$ cat src/rtl/sdram_rank_router_if.sv
// Controller-side and chip-side bus bundle for the SDRAM rank router.
// The router takes the slave modport. The controller/chip side, or a bench, takes master.
interface sdram_rank_router_if #(
  parameter int SEL_W = 1,
  parameter int ROW_W = 13,
  parameter int BA_W  = 2,
  parameter int DQ_W  = 32
);
  localparam int CHIPS = 2**SEL_W;

  // Controller side
  logic                    cs;
  logic                    ras;
  logic                    cas;
  logic                    we;
  logic [ROW_W+SEL_W-1:0]  a;
  logic [BA_W-1:0]         ba;
  logic [DQ_W/8-1:0]       dqm;
  logic [DQ_W-1:0]         wdata;
  logic [DQ_W-1:0]         rdata;
  logic                    rvalid;
  logic                    err;

  // Chip side
  logic [CHIPS-1:0]        chip_cs;
  logic [ROW_W-1:0]        chip_a;
  logic [BA_W-1:0]         chip_ba;
  logic                    chip_ras;
  logic                    chip_cas;
  logic                    chip_we;
  logic [DQ_W/8-1:0]       chip_dqm;
  logic [DQ_W-1:0]         chip_wdata;
  logic [CHIPS*DQ_W-1:0]   chip_rdata;

  modport master (
    output cs, ras, cas, we, a, ba, dqm, wdata, chip_rdata,
    input  rdata, rvalid, err, chip_cs, chip_a, chip_ba, chip_ras, chip_cas,
           chip_we, chip_dqm, chip_wdata
  );

  modport slave (
    input  cs, ras, cas, we, a, ba, dqm, wdata, chip_rdata,
    output rdata, rvalid, err, chip_cs, chip_a, chip_ba, chip_ras, chip_cas,
           chip_we, chip_dqm, chip_wdata
  );
endinterface

$ cat src/rtl/sdram_rank_router.sv
// Routes one SDRAM command bus to 2**SEL_W chips.
// The chip is picked at ACTIVE from the upper address bits and remembered per bank.
// Read data is steered back through a CAS-latency pipeline and a burst counter.
module sdram_rank_router #(
  parameter int SEL_W = 1,
  parameter int ROW_W = 13,
  parameter int BA_W  = 2,
  parameter int DQ_W  = 32
) (
  input logic                clk,
  input logic                reset,
  sdram_rank_router_if.slave bus
);
  localparam int CHIPS = 2**SEL_W;
  localparam int NBANK = 2**BA_W;

  typedef enum logic [2:0] {
    CMD_LMR = 3'b000, CMD_REF = 3'b001, CMD_PRE = 3'b010, CMD_ACT = 3'b011,
    CMD_WR  = 3'b100, CMD_RD  = 3'b101, CMD_BST = 3'b110, CMD_NOP = 3'b111
  } cmd_e;

  // One read tag in flight; cl3 records the CAS latency in force when the RD issued.
  typedef struct packed {
    logic             v;
    logic             cl3;
    logic [SEL_W-1:0] chip;
  } tag_t;

  logic [NBANK-1:0] r_open;
  logic [SEL_W-1:0] r_owner [NBANK];
  logic [2:0]       r_cl;
  logic [3:0]       r_bl;
  logic             r_err;
  tag_t             r_pipe [3];
  logic [3:0]       r_cnt;
  logic [SEL_W-1:0] r_chip;
  logic             r_rvalid;
  logic [DQ_W-1:0]  r_rdata;

  cmd_e             w_cmd;
  logic [SEL_W-1:0] w_sel;
  logic             w_bank_open;
  logic [SEL_W-1:0] w_bank_owner;
  logic             w_pre_all;
  logic [2:0]       w_lmr_cl;
  logic [2:0]       w_lmr_bl;
  logic             w_emerge;
  logic [SEL_W-1:0] w_emerge_chip;
  logic [CHIPS-1:0] w_chip_cs;

  assign w_cmd        = bus.cs ? CMD_NOP : cmd_e'({bus.ras, bus.cas, bus.we});
  assign w_sel        = bus.a[ROW_W+SEL_W-1:ROW_W];
  assign w_bank_open  = r_open[bus.ba];
  assign w_bank_owner = r_owner[bus.ba];
  assign w_pre_all    = bus.a[10];
  assign w_lmr_cl     = bus.a[6:4];
  assign w_lmr_bl     = bus.a[2:0];

  // Per-chip select for the command on the bus right now.
  always_comb begin
    // NOTE: default every output first so no path through the case leaves a latch.
    w_chip_cs = '1;
    if (!reset) begin
      case (w_cmd)
        CMD_ACT:                 w_chip_cs[w_sel] = 1'b0;
        CMD_RD, CMD_WR, CMD_BST: if (w_bank_open) w_chip_cs[w_bank_owner] = 1'b0;
        CMD_PRE: begin
          if (w_pre_all)        w_chip_cs = '0;
          else if (w_bank_open) w_chip_cs[w_bank_owner] = 1'b0;
        end
        CMD_REF, CMD_LMR:        w_chip_cs = '0;
        default: ;
      endcase
    end
  end

  // Tag leaving the latency pipeline this cycle; the younger tag wins a collision.
  always_comb begin
    w_emerge      = 1'b0;
    w_emerge_chip = '0;
    if (r_pipe[2].v && r_pipe[2].cl3) begin
      w_emerge      = 1'b1;
      w_emerge_chip = r_pipe[2].chip;
    end
    if (r_pipe[1].v && !r_pipe[1].cl3) begin
      w_emerge      = 1'b1;
      w_emerge_chip = r_pipe[1].chip;
    end
  end

  // Bank-open table, mode register and sticky protocol error.
  always_ff @(posedge clk) begin
    // NOTE: sequential state uses non-blocking assignments so every register sees pre-edge values.
    if (reset) begin
      r_open <= '0;
      r_cl   <= 3'd3;
      r_bl   <= 4'd1;
      r_err  <= 1'b0;
    end else begin
      case (w_cmd)
        CMD_ACT: begin
          if (w_bank_open) r_err <= 1'b1;
          r_open[bus.ba] <= 1'b1;
        end
        CMD_RD, CMD_WR, CMD_BST: if (!w_bank_open) r_err <= 1'b1;
        CMD_PRE: begin
          if (w_pre_all) r_open <= '0;
          else           r_open[bus.ba] <= 1'b0;
        end
        CMD_LMR: begin
          if (w_lmr_cl == 3'd2 || w_lmr_cl == 3'd3) r_cl <= w_lmr_cl;
          else                                     r_err <= 1'b1;
          if (w_lmr_bl <= 3'd3) r_bl <= 4'd1 << w_lmr_bl;
          else begin
            r_bl  <= 4'd1;
            r_err <= 1'b1;
          end
        end
        default: ;
      endcase
    end
  end

  // Owning chip of each bank, written at ACTIVE.
  always_ff @(posedge clk) begin
    // NOTE: no reset here; an owner entry is only read while its open flag is set, and the flags are reset.
    if (!reset && w_cmd == CMD_ACT) r_owner[bus.ba] <= w_sel;
  end

  // Latency pipeline, burst counter and registered read-data return.
  always_ff @(posedge clk) begin
    if (reset) begin
      for (int i = 0; i < 3; i++) r_pipe[i] <= '0;
      r_cnt    <= '0;
      r_chip   <= '0;
      r_rvalid <= 1'b0;
      r_rdata  <= '0;
    end else begin
      r_pipe[0] <= '{v: (w_cmd == CMD_RD) && w_bank_open, cl3: (r_cl == 3'd3), chip: w_bank_owner};
      r_pipe[1] <= r_pipe[0];
      r_pipe[2] <= r_pipe[1];

      r_rvalid <= (r_cnt != '0);
      if (r_cnt != '0) r_rdata <= bus.chip_rdata[int'(r_chip)*DQ_W +: DQ_W];

      if (w_emerge) begin
        r_cnt  <= r_bl;
        r_chip <= w_emerge_chip;
      end else if (w_cmd == CMD_BST || w_cmd == CMD_WR) begin
        r_cnt <= '0;
      end else if (r_cnt != '0) begin
        r_cnt <= r_cnt - 4'd1;
      end
    end
  end

  assign bus.chip_cs    = w_chip_cs;
  assign bus.chip_a     = bus.a[ROW_W-1:0];
  assign bus.chip_ba    = bus.ba;
  assign bus.chip_ras   = bus.ras;
  assign bus.chip_cas   = bus.cas;
  assign bus.chip_we    = bus.we;
  assign bus.chip_dqm   = bus.dqm;
  assign bus.chip_wdata = bus.wdata;
  assign bus.rdata      = r_rdata;
  assign bus.rvalid     = r_rvalid;
  assign bus.err        = r_err;
endmodule
$ cat src/flat_wrapper.sv
// flat-port wrapper written by rule: the top's interface ports become plain ports
module sdram_rank_router_flat 
#(
  parameter int SEL_W = 1,
  parameter int ROW_W = 13,
  parameter int BA_W  = 2,
  parameter int DQ_W  = 32
)
  (clk, reset, bus_cs, bus_ras, bus_cas, bus_we, bus_a, bus_ba, bus_dqm, bus_wdata, bus_chip_rdata, bus_rdata, bus_rvalid, bus_err, bus_chip_cs, bus_chip_a, bus_chip_ba, bus_chip_ras, bus_chip_cas, bus_chip_we, bus_chip_dqm, bus_chip_wdata);
  sdram_rank_router_if #(.SEL_W(SEL_W), .ROW_W(ROW_W), .BA_W(BA_W), .DQ_W(DQ_W)) bus_i ();
  input logic clk;
  input logic reset;
  input wire logic [$bits(bus_i.cs)-1:0] bus_cs;
  input wire logic [$bits(bus_i.ras)-1:0] bus_ras;
  input wire logic [$bits(bus_i.cas)-1:0] bus_cas;
  input wire logic [$bits(bus_i.we)-1:0] bus_we;
  input wire logic [$bits(bus_i.a)-1:0] bus_a;
  input wire logic [$bits(bus_i.ba)-1:0] bus_ba;
  input wire logic [$bits(bus_i.dqm)-1:0] bus_dqm;
  input wire logic [$bits(bus_i.wdata)-1:0] bus_wdata;
  input wire logic [$bits(bus_i.chip_rdata)-1:0] bus_chip_rdata;
  output wire logic [$bits(bus_i.rdata)-1:0] bus_rdata;
  output wire logic [$bits(bus_i.rvalid)-1:0] bus_rvalid;
  output wire logic [$bits(bus_i.err)-1:0] bus_err;
  output wire logic [$bits(bus_i.chip_cs)-1:0] bus_chip_cs;
  output wire logic [$bits(bus_i.chip_a)-1:0] bus_chip_a;
  output wire logic [$bits(bus_i.chip_ba)-1:0] bus_chip_ba;
  output wire logic [$bits(bus_i.chip_ras)-1:0] bus_chip_ras;
  output wire logic [$bits(bus_i.chip_cas)-1:0] bus_chip_cas;
  output wire logic [$bits(bus_i.chip_we)-1:0] bus_chip_we;
  output wire logic [$bits(bus_i.chip_dqm)-1:0] bus_chip_dqm;
  output wire logic [$bits(bus_i.chip_wdata)-1:0] bus_chip_wdata;
  assign bus_i.cs = bus_cs;
  assign bus_i.ras = bus_ras;
  assign bus_i.cas = bus_cas;
  assign bus_i.we = bus_we;
  assign bus_i.a = bus_a;
  assign bus_i.ba = bus_ba;
  assign bus_i.dqm = bus_dqm;
  assign bus_i.wdata = bus_wdata;
  assign bus_i.chip_rdata = bus_chip_rdata;
  assign bus_rdata = bus_i.rdata;
  assign bus_rvalid = bus_i.rvalid;
  assign bus_err = bus_i.err;
  assign bus_chip_cs = bus_i.chip_cs;
  assign bus_chip_a = bus_i.chip_a;
  assign bus_chip_ba = bus_i.chip_ba;
  assign bus_chip_ras = bus_i.chip_ras;
  assign bus_chip_cas = bus_i.chip_cas;
  assign bus_chip_we = bus_i.chip_we;
  assign bus_chip_dqm = bus_i.chip_dqm;
  assign bus_chip_wdata = bus_i.chip_wdata;
  sdram_rank_router #(.SEL_W(SEL_W), .ROW_W(ROW_W), .BA_W(BA_W), .DQ_W(DQ_W)) u_core (.clk(clk), .reset(reset), .bus(bus_i));
endmodule
$ cat config.mk
export PLATFORM = sky130hd
export DESIGN_NAME = sdram_rank_router_flat
export DESIGN_NICKNAME = d
export VERILOG_FILES = /design/src/rtl/sdram_rank_router_if.sv /design/src/rtl/sdram_rank_router.sv /design/src/flat_wrapper.sv
export SDC_FILE = /design/constraint.sdc
export NUM_CORES = 1
export LEC_CHECK = 0
export CORE_AREA = 2 2 83 85
export DETAILED_ROUTE_END_ITERATION = 10
export DIE_AREA = 0 0 85 87
export DONT_BUFFER_PORTS = 1
export PLACE_DENSITY = 0.75
export SYNTH_ARGS = -nofsm -noshare
export SYNTH_HDL_FRONTEND = slang
export SYNTH_SLANG_ARGS = --single-unit
export TNS_END_PERCENT = 10
$ cat constraint.sdc
create_clock -name clk -period 1.7 [get_ports clk]
set_input_delay 0.34 -clock clk [delete_from_list [all_inputs] [get_ports clk]]
set_output_delay 0.34 -clock clk [all_outputs]
set_load 0.01 [all_outputs]
== Yosys cells after proc, flatten, opt, wreduce, memory -nomap -nowiden ==
Memories as Yosys holds them, arrays and structs flattened.
Index checks and enable logic that the tools add are counted.

* Register bits: 50
* Bits in latches: 0
* Memory bits (writable): 13
* Memory bits (read-only): 0
* Memories: 2

{| class="wikitable"
|+ Memory list
! memory !! depth !! bits a word !! read ports !! clocked after memory_dff !! write ports !! line !! RTL
|-
| u_core.r_pipe || 3 || 3 || 3 || 0 || 3 || sdram_rank_router.sv:34 || <nowiki>tag_t r_pipe [3];</nowiki>
|-
| u_core.r_owner || 4 || 1 || 1 || 0 || 1 || sdram_rank_router.sv:30 || <nowiki>logic [SEL_W-1:0] r_owner [NBANK];</nowiki>
|}

* $add $sub $neg: 1
* Multipliers: 0
* Divide/modulo/power cells: 0
* $lt $le $gt $ge: 7
* Eq/ne operators: 12
* Shift-type cells: 2
* Muxes and demuxes: 36
* Bitwise logic cells: 8
* Reduce and logical (&&, ||, !) cells: 20

{| class="wikitable"
|+ Operator list
! operator !! count
|-
| variable part select 64 x 7 -> 32 bit || 1
|-
| 2-to-1 mux 4 bit || 5
|-
| 2-to-1 mux 1 bit || 17
|-
| equality test 3 x 2 -> 1 bit (second input constant) || 5
|-
| 2-to-1 mux 3 bit || 4
|-
| equality test 3 bit (second input constant) || 3
|-
| case mux 2 bit (4 select lines) || 1
|-
| case mux 4 bit (2 select lines) || 1
|-
| logical AND 1 bit || 7
|-
| 2-to-1 mux 2 bit || 3
|-
| nonzero test 3 bit || 2
|-
| bitwise AND 4 bit || 1
|-
| less-than comparator 1 x 2 -> 1 bit (second input constant) || 2
|-
| NOT 2 bit || 2
|-
| NOT 4 bit || 1
|-
| bitwise OR 4 bit || 1
|-
| AND reduction 4 bit || 1
|-
| nonzero test 4 bit || 1
|-
| left shift 1 x 3 -> 4 bit (first input constant) || 1
|-
| subtractor 4 x 1 -> 4 bit (second input constant) || 1
|-
| equality test 3 x 1 -> 1 bit (second input constant) || 1
|-
| <= comparator 3 x 2 -> 1 bit (second input constant) || 1
|-
| zero test 3 bit || 1
|-
| less-than comparator 2 x 3 -> 1 bit (second input constant) || 1
|-
| other kinds (16) || 22
|}

== Depth between registers and ports, before layout ==
An unclocked memory read counts as a cell.

* Word-level depth: 10
* Depth in mapped cells: 6
* Depth with buffers taken out: 5

== Least setup slack after synthesis ==
OpenSTA, ideal clock, no wires.

* Path type: input -> output
* Start point: input port bus_ba[0]
* End point: output port bus_chip_cs[1]
* Arrival time: 1491 ps
* Setup slack: -131 ps
* Cell stages on the path: 4
* Path buffers: 1
* Cell sequence: buf_2 mux4_2 and2_1 o21ai_0

* Longest elaborated chain between the ends: 10
* Elaborated cells on any way between the ends: 13
* Classes of those cells: order compare (2); mux (8); bitwise (1); reduce/logical (1); memory (1)

{| class="wikitable"
|+ RTL lines
! what !! line !! RTL
|-
| start, declared || flat_wrapper.sv:18 || <nowiki>input wire logic [$bits(bus_i.ba)-1:0] bus_ba;</nowiki>
|-
| memory read (4 x 1 bit) || n/a ||
|-
| less-than comparator 1 x 2 -> 1 bit (implied by the code) / greater-or-equal comparator 1 bit (equally long branches) || sdram_rank_router.sv:66, sdram_rank_router.sv:69 ||
|-
| logical AND 1 bit (implied by the code) || sdram_rank_router.sv:66, sdram_rank_router.sv:69 ||
|-
| 2-to-1 mux 1 bit (implied by the code) || sdram_rank_router.sv:66, sdram_rank_router.sv:69 ||
|-
| demux 1 bit (select 1 bit) || n/a ||
|-
| NOT 2 bit (no source line) || n/a ||
|-
| 2-to-1 mux 2 bit * || sdram_rank_router.sv:66, sdram_rank_router.sv:69 ||
|-
| 2-to-1 mux 2 bit || sdram_rank_router.sv:68 || <nowiki>if (w_pre_all) w_chip_cs = '0;</nowiki>
|-
| case mux 2 bit (4 select lines) * || sdram_rank_router.sv:64 || <nowiki>case (w_cmd)</nowiki>
|-
| 2-to-1 mux 2 bit * || sdram_rank_router.sv:63 || <nowiki>if (!reset) begin</nowiki>
|-
| end, declared || flat_wrapper.sv:25 || <nowiki>output wire logic [$bits(bus_i.chip_cs)-1:0] bus_chip_cs;</nowiki>
|}

Mark *: on every way between the ends. The rest lies on a longest branch, timed or not. The select of a mux whose other input is x is not followed.

== Worst setup path in the final report ==
* Start point: memory u_core.r_owner[3]
* End point: output port bus_chip_cs[1]

* Longest elaborated chain between the ends: 10
* Elaborated cells on any way between the ends: 11
* Classes of those cells: order compare (2); mux (6); bitwise (1); reduce/logical (1); memory (1)

{| class="wikitable"
|+ RTL lines
! what !! line
|-
| start, declared || sdram_rank_router.sv:30
|-
| memory read (4 x 1 bit) * || n/a
|-
| less-than comparator 1 x 2 -> 1 bit (implied by the code) / greater-or-equal comparator 1 bit (equally long branches) || sdram_rank_router.sv:66, sdram_rank_router.sv:69
|-
| logical AND 1 bit (implied by the code) || sdram_rank_router.sv:66, sdram_rank_router.sv:69
|-
| 2-to-1 mux 1 bit (implied by the code) || sdram_rank_router.sv:66, sdram_rank_router.sv:69
|-
| demux 1 bit (select 1 bit) * || n/a
|-
| NOT 2 bit (no source line) * || n/a
|-
| 2-to-1 mux 2 bit * || sdram_rank_router.sv:66, sdram_rank_router.sv:69
|-
| 2-to-1 mux 2 bit || sdram_rank_router.sv:68
|-
| case mux 2 bit (4 select lines) * || sdram_rank_router.sv:64
|-
| 2-to-1 mux 2 bit * || sdram_rank_router.sv:63
|}

Mark *: on every way between the ends. The rest lies on a longest branch, timed or not.

==> flow_results.org <==
** Yosys
- Post-Synth XOR/XNOR Area :: 0.551%
- In this run, distinct cell masters in the synthesized netlist total 43.
- During synthesis, Yosys emitted a total of 0 warnings.
- The synthesized design contains 4 enable-type register cells.
- The most used flip-flop cell after synthesis is sky130_fd_sc_hd__dfxtp_1.
- Leading post-synthesis cells by cell area :: sky130_fd_sc_hd__dfxtp_1 (37%), sky130_fd_sc_hd__buf_4 (13%), sky130_fd_sc_hd__mux2i_1 (10%)
- Post-Synth Simple-Gate Area :: 14.8%
- Area fraction in compound gates after synthesis :: 15.1%
- After synthesis, the largest family of logic cells by area is buffers and inverters.
- Area share of the leading cell type in the synthesized netlist :: 37.1%
- Most area-hungry cell type in the Yosys netlist :: sky130_fd_sc_hd__dfxtp_1
- Asr flop ratio synth :: 0%
- Avg Synthesized Cell Area :: 9.22 um^2
- The number of nets handed over by synthesis was 469.
- Sequential elements use 40.9% of the synthesized area.
- Synth Area in Adders :: 0.786%
- Multiplexer share of the synthesized area :: 11.5%
- Area of the mapped netlist :: 0.00318 mm^2
- Counting every instance in the synthesized netlist gives 345.
- Number of register bits inferred by synthesis :: 63

** Placement
- Number of buffers added on ports :: 0
- Post-place setup slack :: 0.108 ns
- Placed Cells :: 355
- GP Congestion :: 0.751
- The HPWL after detailed placement is 4240 um.

** Floorplan
- Starting utilization of the core area :: 48.4%
- Overall die height :: 87 um
- Row count :: 30
- Horizontal extent of the die :: 85 um
- The die covers 0.00740 mm^2.
- During I/O placement, the number of pins put on the boundary was 212.
- Floorplan core area :: 0.00657 mm^2

** STA
- The final critical path takes up 111% of the cycle.
- Final setup violation count :: 2
- Maximum clock skew at final layout :: 0.00924 ns
- At the pin with the least slew margin, the transition time is 0.366 ns.
- After layout, the worst setup slack is -0.179 ns.
- The worst pin sits at a relative slew slack of 75.4%.
- The number of slew-limit violations in the final report is 0.
- Final critical path time including I/O delays and setup :: 1.88 ns
- Setup repair after global routing missed its margin :: yes
- Number of hold violations in the final report :: 0
- Static timing analysis puts the maximum clock frequency at 0.532 GHz.

** Layout
- Final cell count without fillers :: 372
- Signed area change from the synthesized netlist to the final layout :: -3.38%
- Layout Nets :: 411
- The filler cells instantiated in the layout total 627.
- Fraction of layout instances using a drive strength above 1 :: 11.6%
- Number of inserted diodes :: 0
- For this run, the share of the core covered by cells in the final layout is 46.8%.

** Clocking
- After clock tree synthesis, the flow added hold-fix buffers numbering 0.
- The H-tree was split into 3 levels.
- The longest clock path from root to sink contains 2 buffers.
- Clk pin slew, worst setup/hold paths :: 0.07 ns
- CTS Root Cell :: sky130_fd_sc_hd__clkbuf_8
- Number of sinks on the clock net :: 63
- TritonCTS built the clock tree.
- Clock latency reported for the late side of the worst-skew pair :: 0.33 ns
- TritonCTS Buffers :: 9

** Routing
- The routed layout has 2131 vias.
- The detail route stage leaves a number of antenna-violating nets equal to 0.
- Number of DRC markers after the initial detailed-route iteration :: 63
- DRC violations left :: 0
- For this block, the routed nets add up to 5940 um of wire.
- Before antenna repair, the detailed router went through 4 iterations.
- Routed wire length per instance :: 16.0 um
- Using the TritonRoute via totals, the vias-per-cell ratio works out to 5.73.

** Global routing
- Via count of the first global-routing pass :: 1936
- Global routing used 15.5% of the available tracks.
- Initial antenna violation count :: 0
- Global routing finished with a remaining overflow of 0.
- The first global-routing pass estimated 9030 um of wire.
- Pin count of the biggest net entering global routing :: 62

** Pwr
- In this run the power density over the cells is 1570 mW/mm^2.
- In this run the static leakage power is 1.08 nW.
- Max rail drop VDD :: 0.000684 V

** Worst setup path
- At the worst endpoint, the arrival time is 1.54 ns.
- Highest-delay cell along the critical path :: sky130_fd_sc_hd__mux4_2
- STA puts the critical path data required time at 1.36 ns.
- STA classifies the critical path endpoint as an output pin.
- Maximum net fanout on the critical path :: 3
- Setup crit start kind :: flop
- Setup CP Type :: flop to output pin
- For this run, the slowest stage of the critical path takes 0.51 ns.
- The number of cells on the worst reg-to-reg path is 5.
- CP Cell Sequence :: mux4_2 -> and2_4 -> o21ai_4

** Worst hold path
- Worst hold stages :: 1
- In this run the worst hold path is classified as input port to flop.

** Status
- The flow ran to the end, but the final reports show violations.
- Violated checks :: negative setup slack

** Job
- Across the run, the number of max-cap violations was 0.
==> Yosys cell counts (all sizes together), types with 2 or more instances <==
master,number
nor2b,9
nand2b,3
a21o,2
nor3b,2
o21ai,11
nand3b,2
ha,2
mux2i,32
nand2,10
edfxtp,4
mux4,2
xnor2,2
nor2,41
dfxtp,59
a21oi,16
nor3,11
inv,5
clkbuf,16
a221oi,2
buf,61
a211oi,33
a2bb2oi,2
nor4b,2
==> kinds of logic after synthesis <==
| family | count (synthesis) |
|---|---|
| flops | 63 |
| xor+xnor | 2 |
| fa+ha+maj | 2 |
| simple gates | 91 |
| compound gates | 71 |
| mux | 34 |
| buf+inv | 82 |
==> timing repair <==
item,in CTS,in global routing
setup buffers,1,0
setup endpoints to repair,2,2
pin swaps,2,2
gates resized for setup,2,0
gates cloned,0,0
==> power breakdown <==
group          internal (W)  switching [W]  leakage [nW]  total [W]
Combinational      0.000507       0.000677         0.452    0.00118
Sequential          0.00193       0.000468         0.524    0.00240
Clock              0.000711       0.000539         0.100    0.00125
==> worst max-delay path, delay by kind of cell (launching register included) <==
family / cells / cell delay, ns
muxes: 1 / 0.51
DFF: 1 / 0.37
AOI/OAI and AO/OA: 1 / 0.14
and+or+nand+nor: 1 / 0.19
==> through the flow <==
stage	total power [W]	TNS [ns]	cell area, um^2	hold slack [ns]
after detailed placement	0.00363	0	2870	0.417
after global routing	0.00517	-0.415	3070	0.0510
final	0.00484	-0.320	3070	0.0743
after global placement	0.00358	0	2870	0.400
after floorplan	0.00346	0	3190	0.390
after CTS	0.00489	-0.350	3070	0.0547
==> final cells by class <==
| class | instances | area (um^2) | area share [%] |
|---|---|---|---|
| Timing Repair Buffer | 8 | 85.1 | 2.77 |
| Clock buffer | 12 | 145 | 4.72 |
| Sequential cell | 63 | 1300 | 42.4 |
| Clock inverter | 4 | 45.0 | 1.47 |
| Tap cell | 80 | 100 | 3.26 |
| Multi-Input combinational cell | 200 | 1380 | 44.8 |
| Inverter | 5 | 18.8 | 0.611 |
==> state kept, by name, indices dropped and copies added, names as in the netlist <==
register	cells
u_core.r_cl	3
u_core.r_bl	4
u_core.r_owner	4
u_core.bus.err	1
u_core.r_open	4
u_core.bus.rdata	32
u_core.bus.rvalid	1
u_core.r_cnt	4
u_core.r_chip	1
u_core.r_pipe	9
==> cell usage in the layout, fill, tap and decap left out, types with 3 or more instances in the layout <==
cell                       count
sky130_fd_sc_hd__dfxtp_1      58
sky130_fd_sc_hd__nor2_1       41
sky130_fd_sc_hd__a211oi_1     33
sky130_fd_sc_hd__mux2i_1      32
sky130_fd_sc_hd__a21oi_1      16
sky130_fd_sc_hd__nor3_1       11
sky130_fd_sc_hd__clkbuf_8     10
sky130_fd_sc_hd__nand2_1       9
sky130_fd_sc_hd__nor2b_1       9
sky130_fd_sc_hd__o21ai_0       9
sky130_fd_sc_hd__buf_4         6
sky130_fd_sc_hd__inv_1         5
sky130_fd_sc_hd__edfxtp_1      4
sky130_fd_sc_hd__nand2b_1      3
sky130_fd_sc_hd__clkinv_2      3
==> path summary, 6_finish.rpt <==
check | startpoint | end | slack [ns]
worst max-delay path | u_core.r_owner[3] | bus_chip_cs[1] | -0.18
worst max register to register | u_core.r_open[3] | u_core.bus.err | 0.09
worst min-delay path | reset | u_core.bus.rdata[25] | 0.07
worst min register to register | u_core.r_cl[2] | u_core.r_pipe[0][1] | 0.42
==> layer usage <==
layer  vias up  GRT usage, %  routed length [um]
met5         -             0                   0
met2       114          24.9                2780
met1       948          18.2                2440
met4         0          9.24                 129
li1       1050             -                   -
met3        19          4.93                 581
No activity file was read; power rests on OpenSTA's default activity.
